## config.mk

```make
export PLATFORM = sky130hd
export DESIGN_NAME = reorder_buffer
export DESIGN_NICKNAME = d
export VERILOG_FILES = /design/src/rtl/reorder_buffer.sv
export SDC_FILE = /design/constraint.sdc
export NUM_CORES = 1
export LEC_CHECK = 0
export CORE_ASPECT_RATIO = 0.8
export CORE_MARGIN = 4
export CORE_UTILIZATION = 63
export DETAILED_ROUTE_END_ITERATION = 7
export GPL_ROUTABILITY_DRIVEN = 0
export PLACE_DENSITY = 0.95
export SYNTH_ARGS = -nofsm -noshare
export SYNTH_HDL_FRONTEND = slang
export SYNTH_SLANG_ARGS = --single-unit
```

## constraint.sdc

```tcl
create_clock -name clk -period 10.6 [get_ports clk]
set_input_delay 3.18 -clock clk [delete_from_list [all_inputs] [get_ports clk]]
set_output_delay 3.18 -clock clk [all_outputs]
set_load 0.1 [all_outputs]
```

## src/rtl/reorder_buffer.sv

```systemverilog
// reorder_buffer: circular reorder buffer between issue and the register file.
// Entries are allocated in program order at the tail, filled from the writeback
// bus, and retired in order from the head through a registered commit port.
// Issue logic can look up pending operands by tag, with a same-cycle wb bypass.
// Optional feature: define ROB_FLUSH_EN to add the flush port (drops all entries).
module reorder_buffer #(
  parameter int DEPTH  = 8,
  parameter int IDX_W  = 3,
  parameter int TAG_W  = 4,
  parameter int REG_W  = 5,
  parameter int DATA_W = 32
) (
  input  logic              clk,
  input  logic              rst,
  input  logic              rdy,
  input  logic              alloc_valid,
  input  logic [REG_W-1:0]  alloc_dest,
  output logic              alloc_ready,
  output logic [TAG_W-1:0]  alloc_tag,
  input  logic              wb_valid,
  input  logic [TAG_W-1:0]  wb_tag,
  input  logic [DATA_W-1:0] wb_data,
  input  logic [TAG_W-1:0]  qry1_tag,
  output logic              qry1_ready,
  output logic [DATA_W-1:0] qry1_data,
  input  logic [TAG_W-1:0]  qry2_tag,
  output logic              qry2_ready,
  output logic [DATA_W-1:0] qry2_data,
`ifdef ROB_FLUSH_EN
  input  logic              flush,
`endif
  output logic              commit_en,
  output logic [REG_W-1:0]  commit_reg,
  output logic [DATA_W-1:0] commit_data,
  output logic [TAG_W-1:0]  commit_tag
);

  localparam int CNT_W = IDX_W + 1;
  localparam int NUM_QRY = 2;
  // Tag value that never names a real entry (MSB set above the index field)
  localparam logic [TAG_W-1:0] TAG_FREE = TAG_W'(DEPTH);
  localparam logic [CNT_W-1:0] FULL_COUNT = CNT_W'(DEPTH);

  // Pointers and occupancy
  logic [IDX_W-1:0]  head;
  logic [IDX_W-1:0]  tail;
  logic [CNT_W-1:0]  count;

  // Per-entry status bits and payload
  logic [DEPTH-1:0]  entry_busy;
  logic [DEPTH-1:0]  entry_ready;
  logic [DEPTH-1:0]  busy_next;
  logic [DEPTH-1:0]  ready_next;
  logic [REG_W-1:0]  entry_dest [DEPTH];
  logic [DATA_W-1:0] entry_data [DEPTH];

  // Per-cycle events
  logic              flush_now;
  logic              do_alloc;
  logic              do_commit;
  logic              wb_in_range;
  logic              wb_hit;
  logic [IDX_W-1:0]  wb_idx;

  // Query ports gathered into arrays so both share one generate body
  logic [TAG_W-1:0]  qry_tag   [NUM_QRY];
  logic              qry_ready [NUM_QRY];
  logic [DATA_W-1:0] qry_data  [NUM_QRY];

`ifdef ROB_FLUSH_EN
  assign flush_now = rdy && flush;
`else
  assign flush_now = 1'b0;
`endif

  // A full buffer refuses allocation even if the head retires this cycle,
  // because count only reflects the retire after the edge.
  assign alloc_ready = (count != FULL_COUNT);
  assign alloc_tag   = TAG_W'(tail);

  // Flush wins over every other update in the same cycle
  assign do_alloc    = rdy && alloc_valid && alloc_ready && !flush_now;
  assign do_commit   = rdy && entry_busy[head] && entry_ready[head] && !flush_now;

  // Tags with any bit set above the index field (including TAG_FREE) are ignored
  assign wb_idx      = wb_tag[IDX_W-1:0];
  assign wb_in_range = (wb_tag[TAG_W-1:IDX_W] == '0);
  assign wb_hit      = rdy && wb_valid && wb_in_range && entry_busy[wb_idx] && !flush_now;

  genvar gi;

  // Next-state of each entry's busy/ready bits
  for (gi = 0; gi < DEPTH; gi++) begin : g_entry
    logic alloc_here;
    logic commit_here;
    logic wb_here;

    assign alloc_here  = do_alloc && (tail == IDX_W'(gi));
    assign commit_here = do_commit && (head == IDX_W'(gi));
    assign wb_here     = wb_hit && (wb_idx == IDX_W'(gi));

    // An allocating slot is never busy, so alloc and wb/commit cannot collide
    assign busy_next[gi]  = flush_now   ? 1'b0 :
                            alloc_here  ? 1'b1 :
                            commit_here ? 1'b0 :
                                          entry_busy[gi];
    assign ready_next[gi] = flush_now   ? 1'b0 :
                            alloc_here  ? 1'b0 :
                            wb_here     ? 1'b1 :
                                          entry_ready[gi];
  end

  assign qry_tag[0] = qry1_tag;
  assign qry_tag[1] = qry2_tag;
  assign qry1_ready = qry_ready[0];
  assign qry1_data  = qry_data[0];
  assign qry2_ready = qry_ready[1];
  assign qry2_data  = qry_data[1];

  // Operand lookup: stored result, or the writeback bus when it carries the tag
  for (gi = 0; gi < NUM_QRY; gi++) begin : g_qry
    logic [IDX_W-1:0] idx;
    logic             live;
    logic             bypass;

    assign idx    = qry_tag[gi][IDX_W-1:0];
    assign live   = (qry_tag[gi][TAG_W-1:IDX_W] == '0) && entry_busy[idx];
    assign bypass = wb_valid && (wb_tag == qry_tag[gi]);

    assign qry_ready[gi] = live && (entry_ready[idx] || bypass);
    assign qry_data[gi]  = !live           ? '0 :
                           bypass          ? wb_data :
                           entry_ready[idx] ? entry_data[idx] :
                                             '0;
  end

  // Entry payload: destination captured on allocate, result on writeback
  always_ff @(posedge clk) begin
    if (do_alloc) begin
      entry_dest[tail] <= alloc_dest;
    end
    if (wb_hit) begin
      entry_data[wb_idx] <= wb_data;
    end
  end

  // Control state and registered commit port; rdy=0 freezes everything
  always_ff @(posedge clk or posedge rst) begin
    if (rst) begin
      head        <= '0;
      tail        <= '0;
      count       <= '0;
      entry_busy  <= '0;
      entry_ready <= '0;
      commit_en   <= 1'b0;
      commit_reg  <= '0;
      commit_data <= '0;
      commit_tag  <= TAG_FREE;
    end else if (rdy) begin
      entry_busy  <= busy_next;
      entry_ready <= ready_next;
      if (flush_now) begin
        head      <= '0;
        tail      <= '0;
        count     <= '0;
        commit_en <= 1'b0;
      end else begin
        if (do_alloc) begin
          tail <= tail + IDX_W'(1);
        end
        if (do_commit) begin
          head <= head + IDX_W'(1);
        end
        if (do_alloc && !do_commit) begin
          count <= count + CNT_W'(1);
        end else if (!do_alloc && do_commit) begin
          count <= count - CNT_W'(1);
        end
        // Entries with dest x0 retire without a regfile write
        commit_en <= do_commit && (entry_dest[head] != '0);
        if (do_commit) begin
          commit_reg  <= entry_dest[head];
          commit_data <= entry_data[head];
          commit_tag  <= TAG_W'(head);
        end
      end
    end
  end

endmodule

```

==> metrics list <==
- The flow ran to the end, and the final reports show no timing, DRC or antenna violations.
- Number of nets in the finished design: 1353
- Wire length per cell after detailed routing: around 32 µm
- Top routing layer in use: met4
- Number of buffers created by CTS: 36
- Final hold viol count: 0
- For the worst setup path, the data required time is about 7.4 ns.
- Cts repair resizes: 0
- The clock passes through at most 3 buffers.
- Final worst slack: approximately 1.4 ns
* Worst Hold Margin: ~0.46 ns
- Ranked by flip-flop count, first place goes to entry_data.
- The clock period could shrink to 9.25 ns.
* Die Area: 0.0333 mm²
- Port Buf Inserts: about 170
- DP Area: 0.0216 mm²
- The worst setup path is launched from an input pin.
* Critical Path End Type: primary output
* Ys flop type: sky130_fd_sc_hd__edfxtp_1
- Via density: 7.30
* Setup slack at placement: around 1.5 ns
- Dividing the synthesized area by the synthesized cell count gives approximately 17 µm².
* Number of register bits inferred by synthesis: approximately 360
- Count of flip-flops with a built-in enable after synthesis: between 200 and 300
* Worst setup path class: in2out
- Count of nets left with antenna violations after detail routing: 0
- The core region is between 0.02 and 0.03 mm².
- The largest registers in the layout are entry_data: 256 flops, entry_dest: 40 flops, commit_data: 32 flops.
- Clock skew on the completed layout was measured at 0.0164 ns.
- Detailed routing inserted a total of between 10000 and 15000 vias.
- Number of antenna violations at the first check in global routing: 2
- In this run the horizontal extent of the chip is ~200 µm.
- Setup repair after global routing left no endpoint under its margin.
- # H-tree levels: 2
* Post-CTS Setup Bufs: 0
* Post-route clock period utilization: between 80% and 90%
- Root Buffer: sky130_fd_sc_hd__clkbuf_16
- Async S/R FF share, synth: a little under a fifth
- Fraction of layout cells with a size suffix above 1: roughly a third
- Sequential element share of the synthesized area: between 50% and 60%
- Length of the first detailed-routing pass in iterations: 5
* Pin count of the biggest net entering global routing: 69
- Clock latency on the worst-skew pair: around 0.53 ns
- The first global-routing pass estimated between 80000 and 90000 µm of wire.
- Residual DRC: 0
- In the final layout, the multi-input gates occupy 0.00801 mm².
* Final setup TNS: 0 ns
* Synthesized net count: 1225
- Count of pins over their slew limit: 0
- Sink Count: roughly 360
* Number of buffers added to fix hold violations after cts: 0
* Routed wire length on met2: ~27000 µm
- Synth Instances: approximately 1200
* Met3 wire len: about 7300 µm
- Floorplan row count: 56
- The die is approximately 160 µm tall.
- Worst Tran Pin Value: ~1.1 ns
- Critical path fanouts, max: 33
- Hpwl dp: 31100 µm
- Yosys synthesis warning count: 0
- Number of global-route vias before repair: ~13000
- TritonCTS built the clock tree.
* Total non-filler cell area in the finished layout: around 0.023 mm²
* Unique cell type count in the Yosys netlist: between 40 and 50
- Layout overhead on the synthesized area: 18.9%
- Clk slew on worst S/H paths: around 0.06 ns
* Sum of routed wire length over all layers: around 55000 µm
* Worst setup slack for register-to-register paths: 7.28 ns
- The sequential cells in the finished layout cover a total of about 0.011 mm².
- After detailed routing, the wire length on met1 is approximately 18000 µm.
* Summed instance area of the synthesized netlist: ~0.019 mm²
* Max FFs per register: about 260
- For the worst setup path, the data arrival time is about 6.1 ns.
- Top-level port count: approximately 170
- Pwr per Cell Area: ~250 mW/mm²
- HP Class: reg2reg
- Maxcap violations: 0
- Global-route congestion overflow total: 0
- Global routing used ~33% of the available tracks across all layers.
- For this block, the initial DRC count from the detailed router was 1960.
- Static leakage: around 8.0 nW
* Fmax: approximately 0.11 GHz
- Measured against its own limit, the worst slew margin works out to approximately a quarter.
* Final-layout fill cell count: 1498
- Once the floorplan was initialized, standard cells occupied between 60% and 70% of the core.
- Setup violation total in the final timing report: 0
- Cells fill ~77% of the core in the end.
- The worst-case IR drop observed on VDD is 0.219 mV.
-- final timing paths --
check | cells after the start | start | to
min in group asynchronous | 3 | rst | count[0]$_DFFE_PP0P_
worst min-delay path | 1 | count[3]$_DFFE_PP0P_ | count[3]$_DFFE_PP0P_
worst max-delay path | 7 | wb_tag[0] | qry1_data[8]
worst min register to register | 1 | count[3]$_DFFE_PP0P_ | count[3]$_DFFE_PP0P_
worst max register to register | 6 | head[0]$_DFFE_PP0P_ | commit_en$_DFFE_PP0P_
max in group asynchronous | 3 | rst | head[0]$_DFFE_PP0P_
-- cells by family (layout without fill, tap and decap cells) --
| group | after synthesis | count (layout) | synth area share [%] |
|---|---|---|---|
| AND/OR/NAND/NOR | 232 | 232 | 4.89 |
| adder cells (fa/ha/maj) | 16 | 16 | 1.09 |
| buffers and inverters | 108 | 264 | 3.20 |
| multiplexers | 321 | 321 | 30.9 |
| other | 1 | 4 | 0.0196 |
| XOR/XNOR | 14 | 14 | 0.641 |
| AO/OA/AOI/OAI | 99 | 99 | 3.92 |
| flip-flops | 364 | 364 | 55.3 |
-- where the power goes --
part / internal (W) / leakage [nW] / switching (W)
logic: 0.000846 / 3.95 / 0.00157
clock network: 0.000746 / 0.578 / 0.000535
registers: 0.00170 / 3.48 / 0.000214
-- worst max-delay path: stages --
cell and delay [ns]:
sky130_fd_sc_hd__clkdlybuf4s50_1 0.65, sky130_fd_sc_hd__xor2_1 0.27, sky130_fd_sc_hd__nor3_1 0.22, sky130_fd_sc_hd__nand3_2 0.12, sky130_fd_sc_hd__a211o_2 0.66, sky130_fd_sc_hd__a211oi_1 0.69, sky130_fd_sc_hd__buf_12 0.26
-- final cells by class --
class / count / area share, %
inverters: 12 / 0.203
flip-flops and latches: 364 / 46.6
diodes: 3 / 0.0330
repair buffers: 186 / 10.7
clock buffers: 51 / 4.47
well taps: 406 / 2.23
clock inverters: 15 / 0.671
multi-input cells: 683 / 35.2
-- Yosys cell counts (all sizes together) (11+ instances only) --
cell    count  area [µm²]
edfxtp    296        8890
dfrtp      67        1680
nor2       78         300
nand2     129         484
mux2       41         462
buf        70         468
clkbuf     26        98.8
mux2i      68         681
mux4      212        4770
inv        11        41.3
a211oi     64         480
ha         15         188
-- metrics by stage --
step | total power, W | instances
after floorplan | 0.00367 | 1155
after global placement | 0.00423 | 1651
after detailed placement | 0.00431 | 1651
after CTS | 0.00560 | 1717
after global routing | 0.00580 | 1719
final | 0.00561 | 1720
-- placed cells by master (no fill, tap or decap), types with 37 or more instances in the layout --
master / count
sky130_fd_sc_hd__a211oi_1: 64
sky130_fd_sc_hd__mux2i_1: 68
sky130_fd_sc_hd__mux2_2: 38
sky130_fd_sc_hd__mux4_2: 212
sky130_fd_sc_hd__clkdlybuf4s50_1: 93
sky130_fd_sc_hd__edfxtp_1: 296
sky130_fd_sc_hd__clkbuf_16: 37
sky130_fd_sc_hd__nand2_1: 129
sky130_fd_sc_hd__buf_12: 64
sky130_fd_sc_hd__dfrtp_1: 64
sky130_fd_sc_hd__nor2_1: 71
-- layer usage --
layer / track usage (%) / up-vias
li1: - / 4944
met1: 44.3 / 6210
met2: 55.2 / 1191
met3: 6.57 / 204
met4: 13.8 / 0
met5: 0 / -
(Power assumes the default switching activity.)
